`src/rtl/rk8e_data_break.sv`:
```
// RK8E data-break initiator: moves one sector between the disk word stream and core memory.
// Optional build macro RK8E_FIELD_CARRY_EN lets an address carry out of 7777 advance the field.
module rk8e_data_break #(
    parameter int SECTOR_WORDS = 256,
    parameter int HALF_WORDS   = 128
) (
    input  logic        clk,
    input  logic        reset,
    input  logic        start,
    input  logic        dir_to_disk,
    input  logic        half,
    input  logic [14:0] start_addr,
    input  logic [11:0] rx_data,
    input  logic        rx_valid,
    output logic        rx_ready,
    output logic [11:0] tx_data,
    output logic        tx_valid,
    input  logic        tx_ready,
    output logic        data_break,
    output logic [14:0] dmaAddr,
    output logic [11:0] disk2mem,
    output logic        to_disk,
    input  logic [11:0] mem2disk,
    input  logic        db_done,
    output logic        busy,
    output logic        done,
    output logic        wrapped,
    output logic [14:0] cur_addr
);
    localparam int CW = $clog2(SECTOR_WORDS + 1);

    localparam logic [2:0] S_IDLE = 3'd0;
    localparam logic [2:0] S_GET  = 3'd1;
    localparam logic [2:0] S_REQ  = 3'd2;
    localparam logic [2:0] S_CAP  = 3'd3;
    localparam logic [2:0] S_PUT  = 3'd4;
    localparam logic [2:0] S_ADV  = 3'd5;
    localparam logic [2:0] S_FIN  = 3'd6;

    logic [2:0]    state_q, state_d;
    logic          dir_q, dir_d;
    logic [CW-1:0] cnt_q, cnt_d;
    logic [14:0]   addr_q, addr_d;
    logic          wrapped_q, wrapped_d;
    logic [11:0]   d2m_q, d2m_d;
    logic [11:0]   tx_q, tx_d;
    logic [12:0]   inc;

    always_comb begin
        state_d   = state_q;
        dir_d     = dir_q;
        cnt_d     = cnt_q;
        addr_d    = addr_q;
        wrapped_d = wrapped_q;
        d2m_d     = d2m_q;
        tx_d      = tx_q;
        inc       = {1'b0, addr_q[11:0]} + 13'd1;
        case (state_q)
            S_IDLE: if (start) begin
                dir_d     = dir_to_disk;
                cnt_d     = half ? CW'(HALF_WORDS) : CW'(SECTOR_WORDS);
                addr_d    = start_addr;
                wrapped_d = 1'b0;
                state_d   = dir_to_disk ? S_REQ : S_GET;
            end
            S_GET: if (rx_valid) begin
                d2m_d   = rx_data;
                state_d = S_REQ;
            end
            S_REQ: if (db_done) state_d = dir_q ? S_CAP : S_ADV;
            S_CAP: begin
                tx_d    = mem2disk;
                state_d = S_PUT;
            end
            S_PUT: if (tx_ready) state_d = S_ADV;
            S_ADV: begin
                addr_d[11:0] = inc[11:0];
                if (inc[12]) begin
`ifdef RK8E_FIELD_CARRY_EN
                    addr_d[14:12] = addr_q[14:12] + 3'd1;
                    if (addr_q[14:12] == 3'd7) wrapped_d = 1'b1;
`else
                    wrapped_d = 1'b1;
`endif
                end
                cnt_d = cnt_q - CW'(1);
                if (cnt_q == CW'(1)) state_d = S_FIN;
                else                 state_d = dir_q ? S_REQ : S_GET;
            end
            S_FIN:   state_d = S_IDLE;
            default: state_d = S_IDLE;
        endcase
    end

    always_ff @(posedge clk or posedge reset) begin
        if (reset) begin
            state_q   <= S_IDLE;
            dir_q     <= 1'b0;
            cnt_q     <= '0;
            addr_q    <= '0;
            wrapped_q <= 1'b0;
            d2m_q     <= '0;
            tx_q      <= '0;
        end else begin
            state_q   <= state_d;
            dir_q     <= dir_d;
            cnt_q     <= cnt_d;
            addr_q    <= addr_d;
            wrapped_q <= wrapped_d;
            d2m_q     <= d2m_d;
            tx_q      <= tx_d;
        end
    end

    // Handshake outputs decode straight from state, so they drop with the state change.
    assign rx_ready   = (state_q == S_GET);
    assign tx_valid   = (state_q == S_PUT);
    assign data_break = (state_q == S_REQ);
    assign to_disk    = (state_q == S_REQ) & dir_q;
    assign busy       = (state_q != S_IDLE) && (state_q != S_FIN);
    assign done       = (state_q == S_FIN);
    assign dmaAddr    = addr_q;
    assign cur_addr   = addr_q;
    assign disk2mem   = d2m_q;
    assign tx_data    = tx_q;
    assign wrapped    = wrapped_q;
endmodule

```
`config.mk`:
```
export PLATFORM = sky130hd
export DESIGN_NAME = rk8e_data_break
export DESIGN_NICKNAME = d
export VERILOG_FILES = /design/src/rtl/rk8e_data_break.sv
export SDC_FILE = /design/constraint.sdc
export NUM_CORES = 1
export LEC_CHECK = 0
export ABC_AREA = 1
export ABC_CLOCK_PERIOD_IN_PS = 4400
export BUFFER_PORTS_ARGS = -buffer_cell sky130_fd_sc_hd__buf_2
export CELL_PAD_IN_SITES_DETAIL_PLACEMENT = 0
export CELL_PAD_IN_SITES_GLOBAL_PLACEMENT = 1
export CORE_MARGIN = 2
export CORE_UTILIZATION = 38
export CTS_BUF_LIST = sky130_fd_sc_hd__clkbuf_16
export DETAILED_ROUTE_END_ITERATION = 7
export PLACE_DENSITY = 0.95
export SYNTH_ARGS = -nofsm -noshare
export SYNTH_HDL_FRONTEND = slang
export SYNTH_SLANG_ARGS = --single-unit
```
`constraint.sdc`:
```
create_clock -name clk -period 4.4 [get_ports clk]
set_clock_uncertainty 0.15 [all_clocks]
set_input_delay 0.88 -clock clk [delete_from_list [all_inputs] [get_ports clk]]
set_output_delay 0.88 -clock clk [all_outputs]
set_load 0.02 [all_outputs]
```
==> run_results.csv <==
group,metric,value,unit
run_status,outcome,"complete, no violations",
clock_network,htree_num_levels,2,
setup_path,crit_path_end,"rx_ready",
synthesis,synth-main-ff-cell,"dfrtp_1",
final_layout,layout-drive-gt1-share,32.58,%
hold_path,hold_class,"reg2reg",
synthesis,synth_top_cell_area_share,45.81,%
setup_path,reg2reg_to,"cur_addr[7]",
clock_network,cts_resized,0,
power_and_ir_drop,p_per_area,777.9,nW/um^2
placement,placed_area,3369,sq um
synthesis,netlist_area,2895,sq um
routing,avgRoutedWirePerCell,12.20,microns
timing,setup_tns,0,ns
timing,fmax,406.6,MHz
final_layout,final_design_area_no_fill,3513,sq um
global_route,grt_start_max_net_pins,54,
setup_path,cp.buffers_inverters,3,
die,io-pin-count,108,
setup_path,crit_path_cell_trace,"inv_2, nor2_4, nand2_1, inv_2, buf_2",
setup_path,cp_max_fo,14,
placement,dp_hpwl,4.944,mm
die,die_area,8333,sq um
run,cap_viol_max_count,0,
setup_path,cp-start-kind,"flop",
clock_network,clk_pin_slew_worst_paths,0.07,ns
setup_path,startpoint,"state_q[0]",
routing,viasPerCell,4.678,
synthesis,synthesis.nets,404,
clock_network,postCtsSetupBuffers,0,
timing,worst_slack,1.941,ns
synthesis,synthTopCellsByArea,"dfrtp_1 46%, nand2_1 15%, nand3_1 6.9%, mux2_4 5.2%, buf_4 4.9%",
clock_network,holdBufCountCts,0,
routing,drtAntennaViolNets,0,
setup_path,cpPeakStageDelay,0.45,ns
global_route,grt_pass1_wl,11.39,mm
synthesis,synth_common_cells,"113 x nand2_1, 53 x dfrtp_1, 40 x nand3_1",
die,start_util,39.49,%
synthesis,synth-async-reset-ratio,100.0,%
synthesis,synth_edf_count,0,
setup_path,path_delay_family,"buffers and inverters",
global_route,antenna_found_initial,0,
timing,fin_crit,2.459,ns
setup_path,critical_path_class,"reg2out",
synthesis,synth_seq_area_share,45.81,%
setup_path,cp.required,3.37,ns
clock_network,cts_buffers,5,
global_route,grt_pass1_vias,2506,
power_and_ir_drop,p_leak,1.968,nW
die,die_h,91.29,microns
final_layout,syn2layout_area_growth,21.35,%
clock_network,cts.path.max_buffers,2,
setup_path,crit_cells,5,
clock_network,insertion_delay,0.28,ns
placement,numPortBuffers,107,
power_and_ir_drop,finalPower,2.733,mW
placement,gp_congestion,0.8520,
routing,routed_wl,6.639,mm
setup_path,critPathCaptureType,"output pin",
die,die_w,91.29,microns
synthesis,synthDistinctLibCells,31,
synthesis,ys_ff_latch,53,
final_layout,fin_util,47.93,%
clock_network,cts-root-buf,"clkbuf_16",
timing,finalHoldViolCount,0,
setup_path,r2r.worst_path.cells,8,
routing,drtIter0Drc,86,
synthesis,yosysWarnings,0,
synthesis,yosysTopAreaCell,"dfrtp_1",
timing,setup_viol,0,
setup_path,rr_startpoint,"state_q[0]",
synthesis,avgSynthCellArea,8.179,sq um
setup_path,cp_common_cell,"inv_2",
die,rows,31,
timing,fin_crit_sh,55.90,%
synthesis,syn_inst,354,
setup_path,cp.arrival,1.43,ns
clock_network,cts_tree,"yes",
final_layout,num-nets-final,494,
timing,slew_headroom,26.76,%
setup_path,critPathSlowestCell,"dfrtp_1",
timing,drv_slew,0,
routing,drt-pass1-iter-count,5,
global_route,overflow,0,
setup_path,r2r_setup_slack,2.65,ns
die,core_area,7331,sq um
clock_network,cts_sinks,53,
synthesis,yosysMostFrequentCell,"nand2_1",
power_and_ir_drop,ir_drop,269.2,uV
final_layout,n_antenna_cell,0,
routing,vias,2545,
global_route,grt_usage,16.60,%
placement,place_ws,2.245,ns
routing,drc,0,
timing,worst_pin_slew,1.097,ns
timing,rsz0062_at_grt,"false",
## metal layers
layer / global-route usage (%) / vias to the layer above / wire [microns] / part of all wire (%)
li1: - / 1293 / - / -
met1: 20.94 / 1184 / 2997 / 45
met2: 29.14 / 66 / 3314 / 50
met3: 3.402 / 2 / 279 / 4.2
met4: 4.040 / 0 / 47 / 0.71
met5: 0 / - / 0 / 0
## worst register-to-register path: stages (launching register included)
cell,delay (ns)
dfrtp_1,0.45
inv_2,0.12
nand2_1,0.07
nor2_2,0.19
nand2_4,0.18
nand2_4,0.18
inv_1,0.15
nand2_1,0.09
nand3_1,0.07
## how the worst min path moves through the flow
stage / from / to / slack, ns / depth (start not counted)
after floorplan: cnt_q[2] / cnt_q[2] / 0.31 / 1
after global placement: disk2mem[3] / disk2mem[3] / 0.30 / 2
after detailed placement: disk2mem[2] / disk2mem[2] / 0.30 / 2
after CTS: disk2mem[2] / disk2mem[2] / 0.32 / 2
after global routing: disk2mem[8] / disk2mem[8] / 0.34 / 2
final: disk2mem[2] / disk2mem[2] / 0.31 / 2
## where the power goes
part / total [mW] / internal [mW] / switching, mW
logic: 1.43 / 0.518 / 0.913
registers: 0.920 / 0.715 / 0.205
clock network: 0.382 / 0.209 / 0.173
## cells in the final DEF, fill, tap and decap left out, types with 3 or more instances in the layout
master     netlist  final
nand2_1        113    113
buf_2            1    107
dfrtp_1         53     53
nand3_1         40     40
inv_1           31     31
nor2_1          26     26
o21ai_0         11     11
mux2_4          10     10
inv_2            5      6
a21oi_1          6      6
clkbuf_16        0      5
o211ai_1         4      4
nor2_2           3      3
nand4_1          3      3
o22ai_1          3      3
ha_1             3      3
## cells by family after synthesis
group                    count (synthesis)  share of synthesized area [%]
buffers and inverters                   61                          11.24
AND/OR/NAND/NOR                        197                          29.95
AO/OA/AOI/OAI                           26                          5.143
multiplexers                            12                          5.964
adder cells (fa/ha/maj)                  3                          1.297
XOR/XNOR                                 2                         0.6051
flip-flops                              53                          45.81
## sequential cells by signal, summed over array words and instances (netlist names)
| signal | cells |
|---|---|
| cur_addr | 15 |
| tx_data | 12 |
| state_q | 3 |
| wrapped | 1 |
| cnt_q | 9 |
| dir_q | 1 |
| disk2mem | 12 |
## final cells by class
class	instances	area [sq um]
clock inverter	3	18.77
fill	752	3817
inverter	37	140.1
sequential	53	1326
clock buffer	5	125.1
timing repair buffer	107	535.5
tap	99	123.9
multi-input combinational	240	1244
## stage by stage
step           hold slack [ns]  cells
5_1_grt                 0.3407    544
3_3_place_gp            0.3020    536
4_1_cts                 0.3211    544
2_1_floorplan           0.3124    354
6_report                0.3137    544
3_5_place_dp            0.3038    536
Power figures use the tool's default switching activity.
